### config.mk
export PLATFORM = sky130hd
export DESIGN_NAME = video_timing_gen
export DESIGN_NICKNAME = d
export VERILOG_FILES = /design/src/rtl/video_timing_gen.sv
export SDC_FILE = /design/constraint.sdc
export NUM_CORES = 1
export LEC_CHECK = 0
export ABC_AREA = 0
export ABC_CLOCK_PERIOD_IN_PS = 7800
export BUFFER_PORTS_ARGS = -buffer_cell sky130_fd_sc_hd__buf_2
export CAP_MARGIN = 5
export CORE_AREA = 3 3 71 73
export DETAILED_ROUTE_END_ITERATION = 16
export DIE_AREA = 0 0 74 76
export PLACE_DENSITY = 0.9
export SLEW_MARGIN = 20
export SYNTH_ARGS = -nofsm -noshare
export SYNTH_HDL_FRONTEND = slang
export SYNTH_SLANG_ARGS = --single-unit
### constraint.sdc
create_clock -name clk_video -period 7.8 [get_ports clk_video]
set_input_delay 1.17 -clock clk_video [delete_from_list [all_inputs] [get_ports clk_video]]
set_output_delay 1.17 -clock clk_video [all_outputs]
set_load 0.03 [all_outputs]
### src/rtl/video_timing_gen.sv
// Raster timing generator: pixel enable, counters, blanking, sync.
// Sync start shifts by frame-latched offsets so a frame never tears.
module video_timing_gen #(
  parameter int CE_DIV       = 2,
  parameter int H_TOTAL      = 384,
  parameter int H_VIS        = 320,
  parameter int H_SYNC_START = 336,
  parameter int H_SYNC_LEN   = 32,
  parameter int V_TOTAL      = 262,
  parameter int V_VIS        = 240,
  parameter int V_SYNC_START = 244,
  parameter int V_SYNC_LEN   = 3,
  parameter int HW           = 9,
  parameter int VW           = 9
) (
  input  logic          clk_video,
  input  logic          reset_n,
  input  logic [3:0]    h_offset,
  input  logic [3:0]    v_offset,
  output logic          ce_pix,
  output logic [HW-1:0] hcount,
  output logic [VW-1:0] vcount,
  output logic          HBlank,
  output logic          VBlank,
  output logic          HSync,
  output logic          VSync,
  output logic          frame_start
);

  localparam int DW = (CE_DIV > 2) ? $clog2(CE_DIV) : 1;

  localparam logic signed [HW+1:0] HT_S =
    (HW+2)'(H_TOTAL);
  localparam logic signed [HW+1:0] HS_S =
    (HW+2)'(H_SYNC_START);
  localparam logic signed [HW+1:0] HL_S =
    (HW+2)'(H_SYNC_LEN);
  localparam logic signed [VW+1:0] VT_S =
    (VW+2)'(V_TOTAL);
  localparam logic signed [VW+1:0] VS_S =
    (VW+2)'(V_SYNC_START);
  localparam logic signed [VW+1:0] VL_S =
    (VW+2)'(V_SYNC_LEN);

  logic [DW-1:0] div;
  logic [3:0]    h_off;
  logic [3:0]    v_off;

  logic          adv;
  logic          h_last;
  logic          v_last;
  logic          f_wrap;
  logic [HW-1:0] h_nxt;
  logic [VW-1:0] v_nxt;
  logic [3:0]    h_off_n;
  logic [3:0]    v_off_n;

  logic signed [HW+1:0] hs_raw;
  logic signed [HW+1:0] hs;
  logic signed [HW+1:0] hd;
  logic signed [VW+1:0] vs_raw;
  logic signed [VW+1:0] vs;
  logic signed [VW+1:0] vd;

  logic hblank_n;
  logic vblank_n;
  logic hsync_n;
  logic vsync_n;

  // next counter values and frame-boundary offset selection
  always_comb begin
    adv     = (div == DW'(CE_DIV - 1));
    h_last  = (hcount == HW'(H_TOTAL - 1));
    v_last  = (vcount == VW'(V_TOTAL - 1));
    f_wrap  = h_last & v_last;
    h_nxt   = h_last ? '0 : hcount + 1'b1;
    v_nxt   = vcount;
    if (h_last)
      v_nxt = v_last ? '0 : vcount + 1'b1;
    h_off_n = f_wrap ? h_offset : h_off;
    v_off_n = f_wrap ? v_offset : v_off;
  end

  // circular sync windows decoded from the next position
  always_comb begin
    hs_raw = HS_S +
      {{(HW-2){h_off_n[3]}}, h_off_n};
    hs = hs_raw;
    if (hs_raw[HW+1])
      hs = hs_raw + HT_S;
    else if (hs_raw >= HT_S)
      hs = hs_raw - HT_S;
    hd = $signed({2'b00, h_nxt}) - hs;
    if (hd[HW+1])
      hd = hd + HT_S;
    hsync_n = (hd < HL_S);

    vs_raw = VS_S +
      {{(VW-2){v_off_n[3]}}, v_off_n};
    vs = vs_raw;
    if (vs_raw[VW+1])
      vs = vs_raw + VT_S;
    else if (vs_raw >= VT_S)
      vs = vs_raw - VT_S;
    vd = $signed({2'b00, v_nxt}) - vs;
    if (vd[VW+1])
      vd = vd + VT_S;
    vsync_n = (vd < VL_S);

    hblank_n = (h_nxt >= HW'(H_VIS));
    vblank_n = (v_nxt >= VW'(V_VIS));
  end

  // divider, counters and all registered outputs
  always_ff @(posedge clk_video or negedge reset_n) begin
    if (!reset_n) begin
      div         <= '0;
      hcount      <= '0;
      vcount      <= '0;
      h_off       <= '0;
      v_off       <= '0;
      ce_pix      <= 1'b0;
      HBlank      <= 1'b0;
      VBlank      <= 1'b0;
      HSync       <= 1'b0;
      VSync       <= 1'b0;
      frame_start <= 1'b0;
    end else begin
      div         <= adv ? '0 : div + 1'b1;
      ce_pix      <= adv;
      frame_start <= adv & f_wrap;
      if (adv) begin
        hcount <= h_nxt;
        vcount <= v_nxt;
        HBlank <= hblank_n;
        VBlank <= vblank_n;
        HSync  <= hsync_n;
        if (h_last)
          VSync <= vsync_n;
        if (f_wrap) begin
          h_off <= h_offset;
          v_off <= v_offset;
        end
      end
    end
  end

endmodule

==> results.json <==
{
  "status": "finished clean",
  "tightest_slew_ps": 809,
  "ys_types": 54,
  "synth-main-ff-cell": "dfrtp_1",
  "maxCapViolations": 0,
  "fill_cells": 368,
  "num_io_pins": 34,
  "place_ws_ps": 3230,
  "cts.clk_slew.worst_paths_ps": 70,
  "clk_root_buffer_cell": "clkbuf_8",
  "hp-class": "reg2reg",
  "initial_core_util_pct": 57.9,
  "final-max-slew-violation-count": 0,
  "period_share_pct": 59.3,
  "final_cell_mix": "nand2_1 (45), dfrtp_1 (33), buf_2 (33)",
  "power.density_nw_per_um2": 122,
  "min-delay-start": "v_off[1]$_DFFE_PN0P_",
  "clk_latency_ps": 290,
  "gr-usage-all-layers_pct": 21.6,
  "drc": 0,
  "overflow": 0,
  "placementRows": 24,
  "hold_depth": 2,
  "reg2reg_to": "HSync$_DFFE_PN0P_",
  "min_to": "v_off[1]$_DFFE_PN0P_",
  "dr.pass1.iters": 5,
  "crit_type": "reg2reg",
  "die_w_um": 74,
  "die_y_um": 76,
  "final_common_cell": "nand2_1",
  "synth-seq-cells": 33,
  "die-area_um2": 5620,
  "skew_ps": 7.11,
  "postCtsSetupBuffers": 0,
  "grt_max_degree": 34,
  "numCtsBuffers": 5,
  "vias": 2202,
  "syn_inst": 288,
  "multi_input_area_um2": 1630,
  "portBuffers": 33,
  "synth.top_cell.area_share_pct": 32.3,
  "area.sequential_um2": 826,
  "drt-total-wl_um": 5630,
  "p_leak_nw": 1.40,
  "reg2reg_from": "vcount[3]$_DFFE_PN0P_",
  "ctsResizeCount": 0,
  "detail_route.wl_per_cell_um": 15.2,
  "synth_area_um2": 2550,
  "syn-mean-instance-area_um2": 8.87,
  "cts.path.max_buffers": 2,
  "setup_viol": 0,
  "grt_pass1_wl_um": 9740,
  "r2r_setup_slack_ps": 3170,
  "htree_levels": 2,
  "yosys.area.top_type": "dfrtp_1",
  "holdBufCountCts": 0,
  "area_growth_pct": 11.6,
  "clock.fmax_mhz": 216,
  "cts.sinks": 33,
  "core_um2": 4410,
  "drive_gt1_share_pct": 19.1,
  "rsz0062_at_grt": "false",
  "drtAntennaViolNets": 0,
  "relSlewSlack_pct": 46.1,
  "syn_nets": 318,
  "critPathMaxFanout": 10,
  "async_flop_share_pct": 100,
  "place_congestion": 0.855,
  "end_kind": "register",
  "vias_per_cell": 5.94,
  "fin_util_pct": 64.6,
  "tritoncts": "built",
  "hold_violations": 0,
  "drtIter0Drc": 193,
  "critPathRequiredTime_ps": 8030,
  "ir_drop_v": 0.000101,
  "rr_worst_depth": 15,
  "fin_crit_ps": 4630,
  "dp_hpwl_um": 4240,
  "crit_arrival_ps": 4860,
  "p_total_mw": 0.349,
  "first_global_vias": 2078,
  "fin_ws_ps": 3170,
  "setup_tns_ps": 0,
  "fin_nets": 348,
  "ys_seq_area_share_pct": 32.3,
  "antenna_found_initial": 0,
  "yosys_warnings": 0,
  "synth_edf_count": 0,
  "ys_top_cells_by_area": "dfrtp_1 (32%), ha_1 (9.3%), nand2_1 (6.6%)",
  "antenna_cells": 0,
  "fin_hold_ws_ps": 484,
  "critPathLaunchType": "register"
}
layout make-up:
cell class	instances	area share, %
clock buffers	7	3.03
clock inverters	1	1.05
inverters	14	1.84
multi-input cells	231	57.0
flip-flops and latches	33	29.0
well taps	52	2.28
repair buffers	33	5.79
metrics by stage:
step	area, um^2	instances
6_report	2850	371
3_5_place_dp	2730	363
4_1_cts	2850	371
3_3_place_gp	2730	363
5_1_grt	2850	371
2_1_floorplan	2550	288
worst max path at each step:
stage,from,to,slack (ps),cells after the start
2_1_floorplan,vcount[2]$_DFFE_PN0P_,HSync$_DFFE_PN0P_,3640,17
3_3_place_gp,vcount[7]$_DFFE_PN0P_,HSync$_DFFE_PN0P_,3430,15
3_5_place_dp,vcount[3]$_DFFE_PN0P_,HSync$_DFFE_PN0P_,3230,15
4_1_cts,vcount[3]$_DFFE_PN0P_,HSync$_DFFE_PN0P_,3210,15
5_1_grt,hcount[0]$_DFFE_PN0P_,HSync$_DFFE_PN0P_,2850,16
6_report,vcount[3]$_DFFE_PN0P_,HSync$_DFFE_PN0P_,3170,15
cell usage after synthesis (2+ instances only):
| master | instances |
|---|---|
| ha_1 | 19 |
| nand2b_1 | 3 |
| or4b_4 | 2 |
| o21ai_0 | 11 |
| and3_1 | 2 |
| nand3b_1 | 2 |
| dfrtp_1 | 33 |
| nor4_1 | 2 |
| or2_2 | 2 |
| nor2_1 | 23 |
| clkbuf_1 | 7 |
| xnor2_1 | 13 |
| or3_1 | 3 |
| mux2i_1 | 9 |
| mux2_2 | 11 |
| and2_1 | 3 |
| nand3_1 | 10 |
| nand2_1 | 45 |
| a21oi_1 | 14 |
| o31ai_1 | 4 |
| inv_1 | 13 |
| o211ai_1 | 2 |
| a31oi_1 | 3 |
| xor2_1 | 10 |
| nand4_1 | 5 |
| nor3_1 | 5 |
| nor2b_1 | 2 |
| a21o_1 | 4 |
cell families after synthesis:
kind of cell	share of synthesized area, %
simple gates	23.4
mux	8.38
fa+ha+maj	10.1
compound gates	13.9
xor+xnor	7.89
flops	32.3
buf+inv	4.02
worst max-delay path, cell delays in order, from the launching register on:
cell and delay [ps]:
dfrtp_1 470, or4b_4 570, nor4_4 720, mux2i_1 280
ha_1 270, a21o_1 180, a21oi_1 230, o211ai_1 140
a2bb2oi_2 170, a41o_1 250, mux2i_1 230, inv_1 70
ha_1 290, or4b_4 460, o211ai_2 70, a22o_1 140
flip-flops by register name, summed over array words and instances (netlist names):
name         cells
vcount           9
HSync            1
VBlank           1
adv              1
frame_start      1
VSync            1
ce_pix           1
v_off            4
hcount           9
HBlank           1
h_off            4
layer usage:
metal / up-vias / GRT usage (%) / routed length, um
li1: 1073 / - / -
met1: 1058 / 27.7 / 2440
met2: 63 / 35.9 / 2810
met3: 8 / 4.75 / 296
met4: 0 / 6.34 / 79
met5: - / 0 / 0
power breakdown:
part / leakage (nW) / total [mW] / switching [mW] / internal [mW]
clock: 0.0585 / 0.171 / 0.0671 / 0.104
sequential: 0.400 / 0.171 / 0 / 0.171
combinational: 0.939 / 0.00628 / 0.00456 / 0.00173
Note: power is estimated with default switching activity, not from simulation.
